[src/rtl/systolic_pkg.sv]
// Shared definitions for the systolic array input feeder.
//   DEF_N / DEF_DW : default array dimension and operand width
//   state_t        : feeder FSM state encoding
//   calc_aw()      : write-address width ({row, col}) for a given N
// Optional feature macro: SYSTOLIC_FEEDER_FLUSH_EN adds the FLUSH state.
package systolic_pkg;

   localparam int DEF_N  = 4;
   localparam int DEF_DW = 8;

   typedef enum logic [1:0] {
      ST_IDLE   = 2'd0,
      ST_STREAM = 2'd1,
`ifdef SYSTOLIC_FEEDER_FLUSH_EN
      ST_FLUSH  = 2'd2,
`endif
      ST_DONE   = 2'd3
   } state_t;

   function automatic int calc_aw(input int n);
      return 2 * $clog2(n);
   endfunction

endpackage

[src/rtl/systolic_feeder_if.sv]
// Bus bundle between a host and the systolic feeder.
//   wr_en/wr_sel/wr_addr/wr_data : operand buffer write port
//   start                        : stream request
//   busy/done                    : stream status
//   a_out/a_valid, b_out/b_valid : skewed left-edge and top-edge lanes
// master = host side, slave = feeder side.
interface systolic_feeder_if
   import systolic_pkg::*;
#(
   parameter int N  = DEF_N,
   parameter int DW = DEF_DW,
   parameter int AW = calc_aw(N)
);
   logic            wr_en;
   logic            wr_sel;
   logic [AW-1:0]   wr_addr;
   logic [DW-1:0]   wr_data;
   logic            start;
   logic            busy;
   logic            done;
   logic [N*DW-1:0] a_out;
   logic [N*DW-1:0] b_out;
   logic [N-1:0]    a_valid;
   logic [N-1:0]    b_valid;

   modport master (
      output wr_en, wr_sel, wr_addr, wr_data, start,
      input  busy, done, a_out, b_out, a_valid, b_valid
   );

   modport slave (
      input  wr_en, wr_sel, wr_addr, wr_data, start,
      output busy, done, a_out, b_out, a_valid, b_valid
   );
endinterface

[src/rtl/matrix_buf.sv]
// N x N x DW operand register file with one diagonal read.
//   clk, rst      : clock, synchronous active-high clear of all elements
//   wr_en_i       : write strobe, wr_addr_i = {row, col}, wr_data_i = value
//   step_i        : diagonal index t
//   lane_data_o   : lane k carries element (k, t-k) when ROW_LANES=1,
//                   element (t-k, k) when ROW_LANES=0; 0 when out of range
//   lane_valid_o  : lane k holds an in-range element
module matrix_buf
   import systolic_pkg::*;
#(
   parameter int N         = DEF_N,
   parameter int DW        = DEF_DW,
   parameter bit ROW_LANES = 1'b1
) (
   input  logic                      clk,
   input  logic                      rst,
   input  logic                      wr_en_i,
   input  logic [calc_aw(N)-1:0]     wr_addr_i,
   input  logic [DW-1:0]             wr_data_i,
   input  logic [$clog2(2*N)-1:0]    step_i,
   output logic [N*DW-1:0]           lane_data_o,
   output logic [N-1:0]              lane_valid_o
);
   localparam int IW = $clog2(N);
   localparam int AW = calc_aw(N);
   localparam int SW = $clog2(2*N);

   logic [DW-1:0] mem_q [N][N];
   logic [IW-1:0] wr_row;
   logic [IW-1:0] wr_col;

   assign wr_row = wr_addr_i[AW-1 -: IW];
   assign wr_col = wr_addr_i[IW-1:0];

   always_ff @(posedge clk) begin
      if (rst) begin
         for (int r = 0; r < N; r++) begin
            for (int c = 0; c < N; c++) begin
               mem_q[r][c] <= '0;
            end
         end
      end else if (wr_en_i) begin
         mem_q[wr_row][wr_col] <= wr_data_i;
      end
   end

   for (genvar k = 0; k < N; k++) begin : g_lane
      localparam logic [SW-1:0] K = SW'(k);
      logic [SW-1:0] off;
      logic          in_rng;
      logic [IW-1:0] idx;

      // off wraps when step_i < k; the explicit >= compare rejects that case
      assign off    = step_i - K;
      assign in_rng = (step_i >= K) && (off < SW'(N));
      assign idx    = off[IW-1:0];

      assign lane_valid_o[k] = in_rng;
      assign lane_data_o[k*DW +: DW] = !in_rng  ? '0 :
                                       ROW_LANES ? mem_q[k][idx] : mem_q[idx][k];
   end

endmodule

[src/rtl/systolic_feeder.sv]
// Input-side driver for an N x N systolic matrix-multiply array.
// Buffers A and B, then streams them with diagonal skew: at step t lane i
// of a_out carries A[i][t-i] and lane j of b_out carries B[t-j][j].
//   clk, rst : clock, synchronous active-high reset
//   bus      : systolic_feeder_if.slave (write port, start, busy/done, lanes)
// Optional macro SYSTOLIC_FEEDER_FLUSH_EN: N zero cycles after the stream
// so partial sums drain before done.
//
// state  | meaning
// IDLE   | buffers writable, waiting for start
// STREAM | presenting diagonal t = 0..2N-2
// FLUSH  | N cycles of zero lanes, busy held (macro only)
// DONE   | stream over; done/busy-low appear on the following cycle
//
// All outputs are registered from the current state, so they lag the state
// register by one cycle: the done pulse shows while the FSM already sits in
// IDLE, which lets a start held during the done cycle begin the next stream.
module systolic_feeder
   import systolic_pkg::*;
#(
   parameter int N  = DEF_N,
   parameter int DW = DEF_DW
) (
   input  logic             clk,
   input  logic             rst,
   systolic_feeder_if.slave bus
);
   localparam int SW = $clog2(2*N);
   localparam logic [SW-1:0] T_LAST = SW'(2*N-2);
`ifdef SYSTOLIC_FEEDER_FLUSH_EN
   localparam logic [SW-1:0] T_FLUSH_LAST = SW'(N-1);
`endif

   state_t          state_q, state_d;
   logic [SW-1:0]   t_q, t_d;
   logic            busy_q, busy_d;
   logic            done_q, done_d;
   logic [N*DW-1:0] a_q, a_d, b_q, b_d;
   logic [N-1:0]    av_q, av_d, bv_q, bv_d;

   logic            buf_we;
   logic [N*DW-1:0] a_diag, b_diag;
   logic [N-1:0]    a_dv, b_dv;

   assign buf_we = bus.wr_en && (state_q == ST_IDLE);

   matrix_buf #(.N(N), .DW(DW), .ROW_LANES(1'b1)) u_buf_a (
      .clk          (clk),
      .rst          (rst),
      .wr_en_i      (buf_we && !bus.wr_sel),
      .wr_addr_i    (bus.wr_addr),
      .wr_data_i    (bus.wr_data),
      .step_i       (t_q),
      .lane_data_o  (a_diag),
      .lane_valid_o (a_dv)
   );

   matrix_buf #(.N(N), .DW(DW), .ROW_LANES(1'b0)) u_buf_b (
      .clk          (clk),
      .rst          (rst),
      .wr_en_i      (buf_we && bus.wr_sel),
      .wr_addr_i    (bus.wr_addr),
      .wr_data_i    (bus.wr_data),
      .step_i       (t_q),
      .lane_data_o  (b_diag),
      .lane_valid_o (b_dv)
   );

   always_ff @(posedge clk) begin
      if (rst) begin
         state_q <= ST_IDLE;
         t_q     <= '0;
         busy_q  <= 1'b0;
         done_q  <= 1'b0;
         a_q     <= '0;
         b_q     <= '0;
         av_q    <= '0;
         bv_q    <= '0;
      end else begin
         state_q <= state_d;
         t_q     <= t_d;
         busy_q  <= busy_d;
         done_q  <= done_d;
         a_q     <= a_d;
         b_q     <= b_d;
         av_q    <= av_d;
         bv_q    <= bv_d;
      end
   end

   always_comb begin
      state_d = state_q;
      t_d     = t_q;
      busy_d  = busy_q;
      done_d  = 1'b0;
      a_d     = '0;
      b_d     = '0;
      av_d    = '0;
      bv_d    = '0;
      case (state_q)
         ST_IDLE: begin
            busy_d = 1'b0;
            if (bus.start) begin
               state_d = ST_STREAM;
               t_d     = '0;
               busy_d  = 1'b1;
            end
         end
         ST_STREAM: begin
            busy_d = 1'b1;
            a_d    = a_diag;
            b_d    = b_diag;
            av_d   = a_dv;
            bv_d   = b_dv;
            if (t_q == T_LAST) begin
               t_d = '0;
`ifdef SYSTOLIC_FEEDER_FLUSH_EN
               state_d = ST_FLUSH;
`else
               state_d = ST_DONE;
`endif
            end else begin
               t_d = t_q + SW'(1);
            end
         end
`ifdef SYSTOLIC_FEEDER_FLUSH_EN
         ST_FLUSH: begin
            busy_d = 1'b1;
            if (t_q == T_FLUSH_LAST) begin
               t_d     = '0;
               state_d = ST_DONE;
            end else begin
               t_d = t_q + SW'(1);
            end
         end
`endif
         ST_DONE: begin
            busy_d  = 1'b0;
            done_d  = 1'b1;
            state_d = ST_IDLE;
         end
         default: begin
            state_d = ST_IDLE;
            t_d     = '0;
            busy_d  = 1'b0;
         end
      endcase
   end

   assign bus.busy    = busy_q;
   assign bus.done    = done_q;
   assign bus.a_out   = a_q;
   assign bus.b_out   = b_q;
   assign bus.a_valid = av_q;
   assign bus.b_valid = bv_q;

endmodule
[src/flat_wrapper.sv]
// flat-port wrapper written by rule: the top's interface ports become plain ports
module systolic_feeder_flat import systolic_pkg::*;
#(
   parameter int N  = DEF_N,
   parameter int DW = DEF_DW
)
  (clk, rst, bus_wr_en, bus_wr_sel, bus_wr_addr, bus_wr_data, bus_start, bus_busy, bus_done, bus_a_out, bus_b_out, bus_a_valid, bus_b_valid);
  systolic_feeder_if #(.N(N), .DW(DW)) bus_i ();
  input  logic clk;
  input  logic rst;
  input wire logic [$bits(bus_i.wr_en)-1:0] bus_wr_en;
  input wire logic [$bits(bus_i.wr_sel)-1:0] bus_wr_sel;
  input wire logic [$bits(bus_i.wr_addr)-1:0] bus_wr_addr;
  input wire logic [$bits(bus_i.wr_data)-1:0] bus_wr_data;
  input wire logic [$bits(bus_i.start)-1:0] bus_start;
  output wire logic [$bits(bus_i.busy)-1:0] bus_busy;
  output wire logic [$bits(bus_i.done)-1:0] bus_done;
  output wire logic [$bits(bus_i.a_out)-1:0] bus_a_out;
  output wire logic [$bits(bus_i.b_out)-1:0] bus_b_out;
  output wire logic [$bits(bus_i.a_valid)-1:0] bus_a_valid;
  output wire logic [$bits(bus_i.b_valid)-1:0] bus_b_valid;
  assign bus_i.wr_en = bus_wr_en;
  assign bus_i.wr_sel = bus_wr_sel;
  assign bus_i.wr_addr = bus_wr_addr;
  assign bus_i.wr_data = bus_wr_data;
  assign bus_i.start = bus_start;
  assign bus_busy = bus_i.busy;
  assign bus_done = bus_i.done;
  assign bus_a_out = bus_i.a_out;
  assign bus_b_out = bus_i.b_out;
  assign bus_a_valid = bus_i.a_valid;
  assign bus_b_valid = bus_i.b_valid;
  systolic_feeder #(.N(N), .DW(DW)) u_core (.clk(clk), .rst(rst), .bus(bus_i));
endmodule
[config.mk]
export PLATFORM = sky130hd
export DESIGN_NAME = systolic_feeder_flat
export DESIGN_NICKNAME = d
export VERILOG_FILES = /design/src/rtl/systolic_pkg.sv /design/src/rtl/systolic_feeder_if.sv /design/src/rtl/matrix_buf.sv /design/src/rtl/systolic_feeder.sv /design/src/flat_wrapper.sv
export SDC_FILE = /design/constraint.sdc
export NUM_CORES = 1
export LEC_CHECK = 0
export BUFFER_PORTS_ARGS = -buffer_cell sky130_fd_sc_hd__buf_2
export CAP_MARGIN = 40
export CORE_UTILIZATION = 50
export DETAILED_ROUTE_END_ITERATION = 7
export PLACE_DENSITY = 0.68
export SYNTH_ARGS = -nofsm -noshare
export SYNTH_HDL_FRONTEND = slang
export SYNTH_HIERARCHICAL = 1
export SYNTH_SLANG_ARGS = --single-unit
[constraint.sdc]
create_clock -name clk -period 3.4 [get_ports clk]
set_input_delay 1.02 -clock clk [delete_from_list [all_inputs] [get_ports clk]]
set_output_delay 1.02 -clock clk [all_outputs]
set_load 0.05 [all_outputs]
# == Yosys cells after proc, flatten, opt, wreduce, memory -nomap -nowiden ==
# Memory sizes are Yosys's and may differ from the RTL's. A register that Yosys moved wholly into a read port is not among the register bits.
# Cells that the tools add are included.
# classes
add_sub_neg,4
order_cmp,14
eq_ne,5
muxes,37
n_bitwise,11
n_reduce_logical,19
# ops
op,count
$mux W32,6
$mux W8,9
$bmux W8 S2,4
$reduce_or A32 Y1,2
$demux W8 S2,1
$ge A3 B3 Y1 const B,5
$not A2 Y3,5
$lt A3 B3 Y1 const B,4
$reduce_or A3 Y1,4
$pmux W3 S3,1
$logic_and A1 B1 Y1,8
$mux W1,8
$mux W2,4
$ge A3 B1 Y1 const B,2
$ge A3 B2 Y1 const B,2
$mux W3,2
$not A1 Y1,6
$sub A3 B2 Y3 const B,2
$pmux W2 S2,1
$reduce_and A2 Y1,2
$add A3 B1 Y3 const B,1
$eq A3 B3 Y1 const B,1
$lt A3 B1 Y1 const B,1
$sub A3 B1 Y3 const B,1
other kinds (8),8
# word_totals
regBits,43
ramBits,256
in_bits,17
output_inout_bits,74
elab_cells,101
mem_count,2
# mem_list
memory,words,width,read_ports,rd_ports_with_merged_regs,write_ports,line_no,text
u_core.u_buf_a.mem_q,4,32,4,0,4,matrix_buf.sv:28,logic [DW-1:0] mem_q [N][N];
u_core.u_buf_b.mem_q,4,32,4,4,4,matrix_buf.sv:28,

# == Longest topological paths before layout ==
# depth
depth_word,8
mapped_depth,9
ltp_nobuf,6

# == Modules after synthesis ==
# The synthesis kept the hierarchy.
# modules_own_cells
module,n_inst,cells_each,area_each_um2,seq_area_each_um2
matrix_buf at u_core.u_buf_b,1,395,6017.0,3843.7
matrix_buf at u_core.u_buf_a,1,395,6015.8,3843.7
systolic_feeder,1,186,2252.2,1581.5

# == Worst setup path after synthesis ==
# OpenSTA, ideal clock, no wires.
# synth_timing
kind,input port to flip-flop
start,input port bus_wr_sel
end,memory u_core/u_buf_a/mem_q[0][24] in the netlist's numbering (enable)
setup_time_ns,0.309
arrival_time_ns,2.476
required_time_ns,3.091
slack_ns,0.615
path_stages,4
path_buffers,0
cell_sequence,nor4b_1 -> or4b_4 -> nor3_2 -> or2_2
# synth_lines
item,line_no,text
from (decl),flat_wrapper.sv:12,input wire logic [$bits(bus_i.wr_sel)-1:0] bus_wr_sel;
to (decl),matrix_buf.sv:28,

==> impl_metrics.tcl <==
set metrics [dict create \
    mappedNetlistNets 1001 \
    use_met1_pct 30.55 \
    relSlewSlack_pct 42.17 \
    die_area_um2 29250 \
    clkLatencyLatePin_ns 0.51 \
    met3_usage_pct 3.146 \
    post_cts_buffers 0 \
    start_util_pct 51.14 \
    clock_sink_count 335 \
    cts_buffers 36 \
    synth_top_area_cell "edfxtp_1" \
    synth.area.top_cells "edfxtp_1, and2_1, dfxtp_1" \
    power_density_nw_per_um2 535.1 \
    hold_path.class "reg2reg" \
    synth.top_cell.area_share_pct 53.81 \
    postRouteAntennaNets 0 \
    fin_crit_ns 2.508 \
    syn_to_final_growth_pct 14.95 \
    ios 91 \
    finalSetupTns_ns 0 \
    antenna_found_initial 0 \
    max_stage_delay_ns 0.71 \
    wire_per_inst_um 19.70 \
    nets 1119 \
    syn_area_per_cell_um2 14.64 \
    place.gp.congestion 0.7914 \
    place_ws_ns 0.4482 \
    die_y_um 171.0 \
    grtUsageMet2_pct 33.35 \
    grt_busiest_layer "met2" \
    synth_cells 976 \
    finalSetupViolCount 0 \
    path_class "in2reg" \
    critPathMaxFanout 9 \
    overflow 0 \
    coreArea_um2 27930 \
    fin_ws_ns 0.8923 \
    grt_pass1_wl_um 45160 \
    drtPass1Iterations 5 \
    start_kind "primary input" \
    cts-root-buf "clkbuf_16" \
    port_buffers 90 \
    cpMaxStageDelayCell "nor3_1" \
    htreeDepth 2 \
    postCtsHoldBufs 0 \
    clk_pin_slew_ns 0.06 \
    p_total_mw 8.786 \
    drtIter0Drc 515 \
    hold_ws_ns 0.6504 \
    ir_worst_vdd_mv 0.2982 \
    outcome "completed" \
    synth_cell_types 39 \
    tightest_slew_ns 0.8608 \
    vias 7761 \
    fp.dieW_um 171.0 \
    synth_area_um2 14280 \
    yosysWarnings 6 \
    leakage_nw 6.373 \
    wl_um 29510 \
    row_count 61 \
    ctsResizeCount 0 \
    critPathRequiredTime_ns 3.59 \
    clk_path_buf_depth 3 \
    diodes 0 \
    crit_path_end_kind "register" \
    grtUsageTotal_pct 21.04 \
    finalMaxSlewViolations 0 \
    grt_pass1_vias 7684 \
    grt_max_degree 43 \
    maxCapViolations 0 \
    critical_path.cell_chain "buf_2 -> and4bb_2 -> nand4bb_1 -> nor3_1 -> or2_2" \
    rsz0062_at_grt "false" \
    fin_crit_sh_pct 73.76 \
    hpwlAfterDp_um 18410 \
    ys_ff_latch 335 \
    worstPathArrival_ns 2.70 \
    synth-seq-area-share_pct 64.89 \
    fmax_ghz 0.3988 \
    cts_tree "built" \
    drive_gt1_share_pct 26.07 \
    hold_viol_final 0 \
    drc 0 \
    routed_via_density 5.181 \
    finClkSkew_ns 0.01406 \
]
## where the power goes
group / total, mW / internal (mW) / leakage, nW / switching (mW)
clock: 3.73 / 2.24 / 0.539 / 1.49
sequential: 4.57 / 4.51 / 3.31 / 0.0544
combinational: 0.489 / 0.197 / 2.52 / 0.291
## area by class of cell
cell class,count,area [µm²]
fillers,2240,11510
flip-flops and latches,335,9274
multi-input cells,577,4716
clock buffers,54,1030
repair buffers,134,788.3
well taps,378,473.0
clock inverters,10,102.6
inverters,10,37.54
## layout by cell type, fill, tap and decap left out, drive strengths merged, types with 2 or more instances in the layout
cell and instances:
or4b 3, clkbuf 54, nand2b 6, nand4bb 4, nand2 6, nand4b 3
edfxtp 256, nor3b 2, mux4 64, a21oi 2, clkinvlp 3, dfxtp 79
nor3 10, nor2 30, buf 134, and2 360, nor2b 33, xnor2 4
or2 32, bufinv 2, inv 10, ha 8, clkinv 5
## state kept, by name, indices dropped and copies added, names as in the netlist
name                  cells
u_core/state_q            2
u_core/bus.done           1
u_core/u_buf_a/mem_q    128
u_core/bus.busy           1
u_core/u_buf_b/mem_q    128
u_core/bus.a_valid        4
u_core/bus.a_out         32
u_core/bus.b_out         32
u_core/bus.b_valid        4
u_core/t_q                3
## critical path: cells and delay by family
family                 cells  cell delay, ns
buffers and inverters      1            0.12
AND/OR/NAND/NOR            4            1.56
## metal layers
| layer | up-vias | part of all wire (%) |
|---|---|---|
| met3 | 42 | 4.7 |
| met1 | 3857 | 47 |
| met2 | 203 | 47 |
| li1 | 3659 | - |
| met4 | 0 | 1.7 |
| met5 | - | 0 |
## through the flow
stage / instances / cell area [µm²] / util [%]
after floorplan: 976 / 14290 / -
after global placement: 1432 / 15270 / 54.65
after detailed placement: 1434 / 15290 / 54.73
after CTS: 1498 / 16420 / 58.78
after global routing: 1498 / 16420 / 58.78
final: 1498 / 16420 / 58.78
## Yosys cell counts
| master | number |
|---|---|
| buf_2 | 15 |
| nand4bb_1 | 4 |
| clkbuf_1 | 23 |
| or2_2 | 32 |
| a22oi_1 | 1 |
| nand2b_1 | 6 |
| nor2_1 | 24 |
| o31ai_1 | 1 |
| mux4_2 | 64 |
| nand2_1 | 6 |
| nor3_2 | 2 |
| o21bai_1 | 1 |
| nor2b_1 | 33 |
| clkbuf_2 | 2 |
| and2_1 | 360 |
| a211oi_1 | 1 |
| nor3b_1 | 1 |
| nor3_1 | 8 |
| nand4b_1 | 3 |
| and4b_1 | 1 |
| nor3b_2 | 1 |
| a21oi_2 | 1 |
| o21ai_0 | 1 |
| a221oi_1 | 1 |
| buf_1 | 3 |
| buf_4 | 10 |
| nor2_2 | 6 |
| ha_1 | 8 |
| and4bb_2 | 1 |
| nor4b_1 | 1 |
| xnor2_1 | 4 |
| or4b_4 | 2 |
| or4b_1 | 1 |
| buf_6 | 1 |
| dfxtp_1 | 79 |
| a21oi_1 | 1 |
| inv_1 | 10 |
| o31a_1 | 1 |
| edfxtp_1 | 256 |
## worst paths after layout
| check | start | endpoint | slack, ns | depth (start not counted) |
|---|---|---|---|---|
| max reg2reg | u_core/state_q[1] | u_core/u_buf_b/mem_q[0][16] | 0.93 | 4 |
| max | bus_wr_en | u_core/u_buf_b/mem_q[0][16] | 0.89 | 5 |
| min reg2reg | u_core/state_q[0] | u_core/t_q[0] | 0.65 | 2 |
| min | u_core/state_q[0] | u_core/t_q[0] | 0.65 | 2 |
## cells by family after synthesis
group           after synthesis  share of synthesized area, %
simple gates                492                         21.47
flops                       335                         64.89
buf+inv                      64                         2.146
mux                          64                         10.09
compound gates                9                        0.4643
fa+ha+maj                     8                        0.7007
xor+xnor                      4                        0.2452
Power figures use the tool's default switching activity.
